===== src/rtl/pmp_scan_checker_pkg.sv =====
// PMP types shared by the serial permission checker and its entry matcher.
package pmp_scan_checker_pkg;

  localparam int unsigned XLEN = 32;

  // Address-matching mode of a PMP entry (pmpcfg.A)
  typedef enum logic [1:0] {
    PMP_OFF   = 2'b00,
    PMP_TOR   = 2'b01,
    PMP_NA4   = 2'b10,
    PMP_NAPOT = 2'b11
  } pmp_mode_t;

  // One pmpcfg byte, MSB first: L, reserved, A, X, W, R
  typedef struct packed {
    logic      l;
    logic [1:0] rsvd;
    pmp_mode_t a;
    logic      x;
    logic      w;
    logic      r;
  } pmpcfg_base_t;

  // pmpaddr holds physical address bits [33:2]
  typedef logic [XLEN-1:0] pmpaddr_t;

  typedef enum logic [1:0] {
    ACC_R,
    ACC_W,
    ACC_X
  } pmp_access_t;

  typedef enum logic [1:0] {
    IDLE,
    SCAN,
    RESP
  } pmp_scan_state_t;

  typedef enum logic {
    PORT_IF,
    PORT_D
  } pmp_port_t;

endpackage


===== src/rtl/pmp_entry_match.sv =====
// Combinational address match of one PMP entry against a word address.
module pmp_entry_match
  import pmp_scan_checker_pkg::*;
(
  input  pmpcfg_base_t    cfg,
  input  pmpaddr_t        addr_i,
  input  pmpaddr_t        addr_prev,
  input  logic [XLEN-1:0] a,
  output logic            match
);

  logic [XLEN-1:0] napot_mask;
  logic            unused_cfg;

  // Only the mode field selects the match rule; permissions are applied upstream
  assign unused_cfg = ^{cfg.l, cfg.rsvd, cfg.x, cfg.w, cfg.r};

  // addr ^ (addr+1) sets the trailing-ones run plus the next bit; all-ones gives mask 0
  always_comb begin
    napot_mask = ~(addr_i ^ (addr_i + XLEN'(1)));
    match      = 1'b0;
    unique case (cfg.a)
      PMP_OFF:   match = 1'b0;
      PMP_TOR:   match = (a >= addr_prev) && (a < addr_i);
      PMP_NA4:   match = (a == addr_i);
      PMP_NAPOT: match = ((a & napot_mask) == (addr_i & napot_mask));
      default:   match = 1'b0;
    endcase
  end

endmodule


===== config.mk =====
export PLATFORM = sky130hd
export DESIGN_NAME = pmp_entry_match
export DESIGN_NICKNAME = d
export VERILOG_FILES = /design/src/rtl/pmp_scan_checker_pkg.sv /design/src/rtl/pmp_entry_match.sv
export SDC_FILE = /design/constraint.sdc
export NUM_CORES = 1
export LEC_CHECK = 0
export CORE_AREA = 5 5 94 96
export DETAILED_ROUTE_END_ITERATION = 8
export DIE_AREA = 0 0 99 101
export PLACE_DENSITY = 0.72
export REMOVE_ABC_BUFFERS = 1
export SLEW_MARGIN = 20
export SYNTH_ARGS = -nofsm -noshare
export SYNTH_HDL_FRONTEND = slang
export SYNTH_SLANG_ARGS = --single-unit

===== constraint.sdc =====
create_clock -name vclk -period 4.4
set_input_delay 0.88 -clock vclk [all_inputs]
set_output_delay 0.88 -clock vclk [all_outputs]
set_load 0.005 [all_outputs]

Word-level counts from Yosys, hierarchy flattened
Cells that the tools add are included.
- $add $sub $neg: 1
- multipliers: 0
- div/mod/pow operators: 0
- magnitude comparators: 2
- equal/unequal tests: 5
- shift-type cells: 0
- multiplexer cells: 1
- bitwise operators: 4
- reductions and logical operators: 2
- operators with widths (kind ; count):
    AND 32 bit ; 2
    equality test 32 bit ; 2
    adder 32 x 1 -> 32 bit (second input constant) ; 1
    greater-or-equal comparator 32 bit ; 1
    < comparator 32 bit ; 1
    NOT 32 bit ; 1
    XOR 32 bit ; 1
    equality test 2 bit (second input constant) ; 2
    case mux 1 bit (4 select lines) ; 1
    equality test 2 x 1 -> 1 bit (second input constant) ; 1
    zero test 2 bit ; 1
    logical AND 1 bit ; 1
- register bits after elaboration: 0
- latch bits: 0
- memory bits (writable): 0
- memory bits (read-only): 0
- word-level logic and storage cells: 15
- memories kept: 0

Longest topological paths before layout
Gate-level depths: netlist of run 1.
- depth after elaboration: 6
- mapped depth: 15
- gate-level depth less buffers: 15

Worst setup path after synthesis of run 1
OpenSTA, ideal clock, no wires.
- path type: input to output
- start: in addr_i[5]
- end: out match
- arrival time: 3.489 ns
- setup slack: 0.031 ns
- stages: 14
- path through: and3_1 -> nor3b_1 -> and3_1 -> inv_2 -> nor3_2 -> nand4_1 -> ha_1 -> xor2_1 -> nand2_1 -> xor2_1 -> nand4_1 -> nor4_1 -> a21oi_1 -> nor4_1
- longest elaborated chain between the ends: 6
- ends and longest elaborated chain (item ; RTL line ; text):
    start, declared ; pmp_entry_match.sv:6 ; input pmpaddr_t addr_i,
    adder 32 x 1 -> 32 bit ; pmp_entry_match.sv:20 ; napot_mask = ~(addr_i ^ (addr_i + XLEN'(1)));
    XOR 32 bit ; pmp_entry_match.sv:20 ;
    NOT 32 bit ; pmp_entry_match.sv:20 ;
    AND 32 bit ; pmp_entry_match.sv:26 ; PMP_NAPOT: match = ((a & napot_mask) == (addr_i & napot_mask));
    equality test 32 bit ; pmp_entry_match.sv:26 ;
    case mux 1 bit (4 select lines) * ; pmp_entry_match.sv:22 ; unique case (cfg.a)
    end, declared ; pmp_entry_match.sv:9 ; output logic match
Every way passes the cells marked *; elsewhere a longest branch is shown, timed or not.

Final worst setup path of run 1
- start: in addr_i[7]
- end: out match
The elaborated chain is that of the path after synthesis.

==> flow_summary.json, run 1 <==
{
  "arrival_ps": 3770,
  "seq_cell_count": 0,
  "first_global_vias": 3756,
  "io_pins": 105,
  "synth_cell_types": 30,
  "grt_antenna_before_repair": 0,
  "synth_cells": 410,
  "setup_violations": 1,
  "area_growth_pct": 67.0,
  "ff_latch_area_um2": 0,
  "grt_usage_pct": 19.5,
  "hold_class": "in2out",
  "holdPathStages": 5,
  "cp-start-kind": "input pin",
  "yosys_warnings": 0,
  "pre_cts_slack_ps": -1180,
  "drt-initial-drc-count": 143,
  "violations": "negative setup slack",
  "synth_area_mm2": 0.00301,
  "yosysMostFrequentCell": "ha_1",
  "grt_max_degree": 7,
  "final_net_count": 809,
  "dp.cells": 703,
  "ys_seq_area_share_pct": 0,
  "slew_headroom_pct": 61.3,
  "num_vias": 3622,
  "worst_pin_slew_ps": 575,
  "avgSynthCellArea_um2": 7.33,
  "place.gp.congestion": 0.945,
  "p_leak_nw": 2.56,
  "grt_overflow": 0,
  "synth_area_leaders": "ha_1 (40%), xor2_1 (18%), inv_1 (8.6%), nand2_1 (6.5%), nand4_1 (5.0%)",
  "holdCritStartpoint": "cfg[3]",
  "finalMaxSlewViolations": 0,
  "die_width_um": 99,
  "holdWs_ps": 2640,
  "min_period_ps": 4650,
  "core.rowCount": 33,
  "finalWirelength_mm": 9.98,
  "critPathKind": "in2out",
  "hold_buffers": 0,
  "num_antenna_cells": 0,
  "grt_pass1_wl_mm": 16.5,
  "rsz0062_at_grt": "true",
  "endpoint_kind": "primary output",
  "ant_nets": 0,
  "dp_hpwl_mm": 8.76,
  "drive_gt1_share_pct": 23.2,
  "firstDrtPassIters": 4,
  "crit_end": "match",
  "critPathRequiredTime_ps": 3520,
  "die-area_mm2": 0.0100,
  "outcome": "finished with violations",
  "setup_slack_ps": -249,
  "via_per_inst": 5.09,
  "die_h_um": 101,
  "yosysTopAreaCell": "ha_1",
  "crit_start": "addr_i[7]",
  "drc_errors": 0,
  "maxCapViolCount": 0,
  "port_buffers": 99,
  "nClkBuffers": 0,
  "final_cells": 712,
  "max_freq_mhz": 215,
  "hold_viol_final": 0,
  "initial_utilization_pct": 37.7,
  "power_density_mw_per_mm2": 84.0,
  "yosys.area.top_type_share_pct": 40.0,
  "vdd_ir_drop_max_mv": 0.0417,
  "synthTopCellsByCount": "ha_1 (96), inv_1 (69), xor2_1 (62), nand2_1 (52), a21oi_1 (25)",
  "utilization_pct": 63.0,
  "wl_per_cell_um": 14.0,
  "finalCritPeriodShare_pct": 106,
  "core_mm2": 0.00797,
  "critical_path.max_fanout": 3
}
## report_power, final
part	leakage, nW	internal (W)	switching [W]
combinational	2.56	0.000232	0.000190
clock	0	0	0
sequential	0	0	0
## cells by family after synthesis
kind of cell	Yosys count	synth area share, %
AOI/OAI and AO/OA	54	11.8
xor gates and xnor gates	62	18.1
buffers and inverters	70	8.74
adders and majority gates	96	40.0
and+or+nand+nor	128	21.4
## routing by layer
layer / part of all wire [%] / up-vias / routed length (um) / GRT usage (%)
li1: - / 1825 / - / -
met1: 42 / 1670 / 4150 / 22.6
met2: 51 / 106 / 5090 / 38.2
met3: 5.5 / 21 / 547 / 2.35
met4: 1.9 / 0 / 189 / 3.57
met5: 0 / - / 0 / 0
## metrics by stage
stage               area (um^2)  total power (W)  setup TNS, ps
floorplan                  3010         0.000184              0
global placement           4800         0.000396          -1120
detailed placement         4800         0.000412          -1180
CTS                        4940         0.000416           -167
global route               5020         0.000468           -392
finish                     5020         0.000422           -249
## worst min path at each step
stage / endpoint / slack [ps]
finish: match / 2640
global route: match / 2660
CTS: match / 2600
detailed placement: match / 2930
global placement: match / 2940
floorplan: match / 1950
## cells in the final DEF (no fill, tap or decap), types with 2 or more instances in the layout
| cell | synthesis | layout |
|---|---|---|
| a2111oi_0 | 2 | 2 |
| a21o_1 | 12 | 12 |
| a21oi_1 | 25 | 25 |
| a221o_1 | 2 | 2 |
| and3_4 | 0 | 6 |
| and4_1 | 3 | 2 |
| buf_2 | 0 | 6 |
| buf_4 | 0 | 96 |
| buf_6 | 0 | 5 |
| clkdlybuf4s50_1 | 0 | 79 |
| dlygate4sd2_1 | 0 | 10 |
| ha_1 | 96 | 92 |
| ha_4 | 0 | 4 |
| inv_1 | 69 | 69 |
| nand2_1 | 52 | 50 |
| nand2_2 | 1 | 2 |
| nand3_1 | 17 | 12 |
| nand3_2 | 0 | 5 |
| nand4_1 | 24 | 24 |
| nor2_1 | 10 | 7 |
| nor2_4 | 0 | 2 |
| nor2b_1 | 2 | 2 |
| nor3_1 | 3 | 2 |
| nor4_2 | 0 | 4 |
| o21ai_0 | 7 | 7 |
| xor2_1 | 62 | 61 |
## critical path, stage by stage
cell and delay [ps]:
buf_6 70, and3_4 170, and3_4 170, and4_4 230
and3_4 210, inv_4 40, nor3_4 240, buf_4 150
nand4_1 90, ha_1 310, xor2_1 150, nand2_1 80
xor2_1 150, nand4_1 120, nor4_2 260, a21oi_1 110
nor4_2 170, buf_2 160
## final cells by class
cell class	count	area, um^2
Inverter	70	265
Timing Repair Buffer	197	1700
Tap cell	105	131
Fill cell	664	2950
Multi-Input combinational cell	340	2930
## what timing repair did
| action | CTS | global route |
|---|---|---|
| gates resized for setup | 81 | 6 |
| setup endpoints to repair | 1 | 1 |
| pin swaps | 30 | 15 |
| cloned | 0 | 0 |
| setup buffers | 4 | 5 |
| endpoints found under the hold margin | 0 | 0 |
No activity file was read; power rests on OpenSTA's default activity.
==> run 2, diff against run 1 <==
Settings changed: CORE_AREA 5 5 94 96 to 5 5 92 94, DIE_AREA 0 0 99 101 to 0 0 97 99, PLACE_DENSITY 0.72 to 0.75.
Clock period 4.4 ns to 4.25 ns, I/O delays scaled along.
==> run 2 against run 1 <==
  * The run still ends with negative setup slack left
  * Via count grew 0.30%
  * Global-route usage grew 0.77 points
  * Power grew 4.7%
  * Die area shrank 4.0%
  * Highest routed layer unchanged
  * Final area shrank 0.25%
  * Largest power group unchanged
  * Sequential cell count is the same
  * Non-clock buffer count grew 5
  * Wire length shrank 1.7%
  * Worst hold slack lost 14 ps
  * Worst setup slack lost 120 ps
  * Combinational power grew 4.7%
  * Critical path type unchanged
==> flow_summary.json, run 2 (synthesis gave the netlist of run 1 again) <==
{
  "hold_class": "in2out",
  "grt_antenna_before_repair": 0,
  "ff_latch_area_um2": 0,
  "power_density_mw_per_mm2": 88.2,
  "grt_max_degree": 7,
  "initial_utilization_pct": 39.7,
  "num_vias": 3633,
  "setup_slack_ps": -367,
  "routed.top_layer": "met4",
  "final_common_cell": "buf_4",
  "io_pins": 105,
  "critPathKind": "in2out",
  "finalWirelength_mm": 9.81,
  "dr_wl_met3_um": 468,
  "finalCritPeriodShare_pct": 109,
  "dpl_cell_area_mm2": 0.00486,
  "worst_pin_slew_ps": 589,
  "drt-initial-drc-count": 71,
  "drc_errors": 0,
  "firstDrtPassIters": 4,
  "critPathRequiredTime_ps": 3400,
  "grt_pass1_wl_mm": 16.7,
  "final_net_count": 814,
  "ant_nets": 0,
  "wl_met1_mm": 4.23,
  "die-area_mm2": 0.00960,
  "endpoint_kind": "primary output",
  "nClkBuffers": 0,
  "final_cells": 714,
  "cp-start-kind": "input pin",
  "core.rowCount": 32,
  "crit_end": "match",
  "via_per_inst": 5.09,
  "fin_area_mm2": 0.00501,
  "place.gp.congestion": 0.918,
  "core_mm2": 0.00757,
  "seq_cell_count": 0,
  "port_buffers": 99,
  "wl_per_cell_um": 13.7,
  "area_growth_pct": 66.6,
  "outcome": "finished with violations",
  "rsz0062_at_grt": "true",
  "total_power_w": 0.000442,
  "final_cell_mix": "buf_4 (101), ha_1 (93), clkdlybuf4s50_1 (80)",
  "die_width_um": 97,
  "num_antenna_cells": 0,
  "drive_gt1_share_pct": 22.9,
  "vdd_ir_drop_max_mv": 0.0462,
  "p_leak_nw": 2.57,
  "hold_buffers": 0,
  "grt_overflow": 0,
  "die_h_um": 99,
  "setup_violations": 1,
  "arrival_ps": 3770,
  "slew_headroom_pct": 59.7,
  "violations": "negative setup slack",
  "dp_hpwl_mm": 8.77,
  "dp.cells": 709,
  "hold_viol_final": 0,
  "met2_length_mm": 4.87,
  "critical_path.max_fanout": 4,
  "grt_usage_pct": 20.2,
  "maxCapViolCount": 0,
  "finalMaxSlewViolations": 0,
  "setup_tns_ps": -367,
  "min_period_ps": 4620,
  "max_freq_mhz": 217,
  "first_global_vias": 3946,
  "crit_start": "addr_i[7]"
}
-- run 2: changes by cell type in the layout (fill, tap and decap cells not counted), sizes merged --
cell / change
dlygate4sd2: -1
buf: +5
clkdlybuf4s50: +1
-- run 2: repair_timing --
| action | 4_1_cts | 5_1_grt |
|---|---|---|
| pin swaps | 29 | 0 |
| gates resized for setup | 81 | 0 |
| setup buffers | 5 | 0 |
| endpoints found under the hold margin | 0 | 0 |
| setup endpoints to repair | 1 | 1 |
-- run 2: worst min path at each step --
stage | slack (ps) | from | cells after the start | to
final | 2630 | addr_i[9] | 11 | match
after global routing | 2680 | cfg[3] | 5 | match
after CTS | 2630 | addr_i[9] | 11 | match
after detailed placement | 2960 | cfg[3] | 5 | match
after global placement | 2980 | cfg[3] | 5 | match
after floorplan | 1890 | cfg[3] | 3 | match
-- run 2: area by class of cell --
class	count	area (um^2)
Multi-Input combinational cell	340	2870
Fill cell	632	2560
Timing Repair Buffer	202	1740
Inverter	70	265
Tap cell	102	128
-- run 2: stage by stage --
step	util [%]	worst slack, ps	hold slack [ps]
4_1_cts	66.2	-315	2630
5_1_grt	66.2	-591	2680
3_5_place_dp	64.2	-1420	2960
3_3_place_gp	64.2	-1320	2980
6_report	66.2	-367	2630
2_1_floorplan	-	-58.6	1890
-- run 2: power by group --
part	switching [W]	internal (W)	total [W]
clock	0	0	0
sequential	0	0	0
combinational	0.000196	0.000245	0.000442
-- run 2: layer usage --
layer | vias to the layer above | global-route usage, %
met5 | - | 0
met1 | 1665 | 23.6
met3 | 24 | 2.41
met4 | 0 | 5.51
met2 | 108 | 38.7
li1 | 1836 | -
-- run 2: critical path, stage by stage --
cell,delay [ps]
buf_6,70
and3_4,190
and3_4,190
and4_4,220
and3_4,190
nand2_2,80
nor2_4,180
nand3_2,120
ha_4,280
xor2_1,150
nand2_1,90
xor2_1,210
nand4_1,140
nor4_1,270
a21oi_1,110
nor4_1,190
buf_4,170
buf_6,80
==> run 3, diff against run 2 <==
--- a/config.mk
+++ b/config.mk
@@ -6,8 +6,9 @@
 export NUM_CORES = 1
 export LEC_CHECK = 0
-export CORE_AREA = 5 5 92 94
+export ABC_AREA = 1
+export CORE_AREA = 5 5 102 104
 export DETAILED_ROUTE_END_ITERATION = 8
-export DIE_AREA = 0 0 97 99
-export PLACE_DENSITY = 0.75
+export DIE_AREA = 0 0 107 109
+export PLACE_DENSITY = 0.69
 export REMOVE_ABC_BUFFERS = 1
 export SLEW_MARGIN = 20
==> constraint.sdc (replaced) <==
create_clock -name vclk -period 5.6
set_input_delay 0.84 -clock vclk [all_inputs]
set_output_delay 0.84 -clock vclk [all_outputs]
set_load 0.005 [all_outputs]
==> run 3 against run 2 <==
  * The run now ends clean
  * Final area down 1.8%
  * Combinational power down 29%
  * Cell count up 25%
  * Synthesized cell count grew 65%
  * Non-clock buffer count decreased by 101
  * Worst hold slack better by 190 ps
  * Via count up 22%
  * Sequential share of layout area stayed put
  * Critical path type unchanged
  * Highest routed layer unchanged
==> flow_summary.json, run 3 <==
{
  "avgSynthCellArea_um2": 5.56,
  "holdCritStartpoint": "cfg[4]",
  "utilization_pct": 52.0,
  "switchingPower_w": 0.000167,
  "power_density_mw_per_mm2": 64.2,
  "grt_pass1_wl_mm": 18.1,
  "critical_path.max_fanout": 6,
  "slew_headroom_pct": 81.4,
  "routed.top_layer": "met4",
  "drc_errors": 0,
  "hold_class": "in2out",
  "synthTopCellsByCount": "nand2_1 (229), inv_1 (164), ha_1 (96), nand3_1 (44), nand4_1 (42)",
  "drt-initial-drc-count": 123,
  "critPathMaxStageDelay_ps": 540,
  "initial_utilization_pct": 39.8,
  "dp_hpwl_mm": 9.53,
  "cpMostUsedCell": "nand2_1",
  "min_to": "match",
  "ant_nets": 0,
  "comb_power_share_pct": 100.0,
  "hold_buffers": 0,
  "synth_cells": 677,
  "first_global_vias": 4270,
  "postCtsSetupBuffers": 0,
  "yosysTopAreaCell": "ha_1",
  "nClkBuffers": 0,
  "critPathKind": "in2out",
  "setup_violations": 0,
  "synth_cell_types": 24,
  "cp_cell_sequence": "clkdlybuf4s50_1 -> ha_1 -> inv_1 -> nor3_4 -> nand4_2 -> nor2_2 -> nand4_2 -> nor2_4 -> nand4_1 -> ha_1 -> or2_2 -> nand3_1 -> nand2_1 -> nand2_1 -> nand2_1 -> nor2_1 -> nand2_1 -> nor2_1 -> nand3_1 -> nand3_1 -> clkdlybuf4s50_1",
  "power.internal_w": 0.000149,
  "pre_cts_slack_ps": 354,
  "port_buffers": 99,
  "finalCritPeriodShare_pct": 93.7,
  "place.gp.congestion": 0.839,
  "ff_latch_area_um2": 0,
  "via_per_inst": 4.95,
  "hold_viol_final": 0,
  "finalMaxSlewViolations": 0,
  "power_frac_clock_pct": 0,
  "wl_per_cell_um": 11.8,
  "worst_pin_slew_ps": 276,
  "die_width_um": 107,
  "final_net_count": 980,
  "drive_gt1_share_pct": 2.70,
  "power_frac_seq_pct": 0,
  "wl_met1_mm": 4.67,
  "met2_length_mm": 5.21,
  "num_antenna_cells": 0,
  "switching_share_pct": 52.9,
  "dpl_cell_area_mm2": 0.00491,
  "die_h_um": 109,
  "rsz0062_at_grt": "false",
  "grt_usage_pct": 18.4,
  "cp-start-kind": "input pin",
  "finalWirelength_mm": 10.5,
  "yosys_warnings": 0,
  "synth_area_leaders": "ha_1 (32%), nand2_1 (23%), inv_1 (16%), nand4_1 (7.0%), nand3_1 (5.8%)",
  "max_freq_mhz": 191,
  "setup_slack_ps": 354,
  "vdd_ir_drop_max_mv": 0.0342,
  "setup_tns_ps": 0,
  "critPathTopFamily": "simple AND/OR/NAND/NOR gates",
  "endpoint_kind": "primary output",
  "maxCapViolCount": 0,
  "io_pins": 105,
  "final_cell_mix": "nand2_1 (229), inv_1 (164), clkdlybuf4s50_1 (99)",
  "grt_antenna_before_repair": 0,
  "dr_wl_met3_um": 517,
  "final_common_cell": "nand2_1",
  "die-area_mm2": 0.0117,
  "seq_cell_count": 0,
  "fin_area_mm2": 0.00491,
  "yosys.area.top_type_share_pct": 31.9,
  "cpMaxStageDelayCell": "clkdlybuf4s50_1",
  "area_growth_pct": 30.5,
  "num_vias": 4419,
  "core.rowCount": 36,
  "grt_overflow": 0,
  "min_period_ps": 5250,
  "p_leak_nw": 2.92,
  "outcome": "complete, no violations",
  "yosysMostFrequentCell": "nand2_1",
  "critPathRequiredTime_ps": 4760,
  "ys_seq_area_share_pct": 0,
  "arrival_ps": 4410,
  "firstDrtPassIters": 4,
  "critPathBufInv": 3,
  "total_power_w": 0.000315,
  "post_cts_resized": 0,
  "synth_area_mm2": 0.00377,
  "grt_max_degree": 8,
  "holdPathStages": 4,
  "core_mm2": 0.00946
}
[run 3: final cells by class]
cell class                 count  area [um^2]
inverter                     167          627
multi-input combinational    510         3140
tap                          114          143
timing repair buffer         101         1010
fill                         976         4540
[run 3: tightest hold or removal path: stages]
cell	delay (ps)
clkdlybuf4s50_1	460
nand4_1	120
nand3_1	100
clkdlybuf4s50_1	460
[run 3: cells by family (layout without fill, tap and decap cells)]
group / Yosys count / in the layout / share of synthesized area [%]
AO/OA/AOI/OAI: 41 / 41 / 6.11
adder cells (fa/ha/maj): 96 / 96 / 31.9
buffers and inverters: 167 / 268 / 16.6
AND/OR/NAND/NOR: 373 / 373 / 45.3
[run 3: how the worst max path moves through the flow]
stage | from | to | slack (ps) | cells past startpoint
after floorplan | addr_i[0] | match | 1850 | 19
after global placement | addr_i[1] | match | 410 | 21
after detailed placement | addr_i[1] | match | 350 | 21
after CTS | addr_i[1] | match | 340 | 21
after global routing | addr_i[1] | match | 60 | 21
final | addr_i[1] | match | 350 | 21
[run 3: stage by stage]
stage                     instances  hold WS, ps
after floorplan                 677         1830
after global placement          892         2830
after detailed placement        892         2830
after CTS                       892         2830
after global routing            892         2900
final                           892         2820
[run 3: layer usage]
| layer | GRT usage, % | up-vias |
|---|---|---|
| met1 | 22.3 | 1935 |
| met4 | 1.92 | 0 |
| met3 | 1.42 | 10 |
| met5 | 0 | - |
| met2 | 36.2 | 107 |
| li1 | - | 2367 |
[run 3: power groups by stage]
| stage | registers, W | clock network, W | logic, W |
|---|---|---|---|
| 5_1_grt | 0 | 0 | 0.000365 |
| 3_5_place_dp | 0 | 0 | 0.000315 |
| 4_1_cts | 0 | 0 | 0.000318 |
| 3_3_place_gp | 0 | 0 | 0.000303 |
| 6_report | 0 | 0 | 0.000315 |
| 2_1_floorplan | 0 | 0 | 0.000177 |
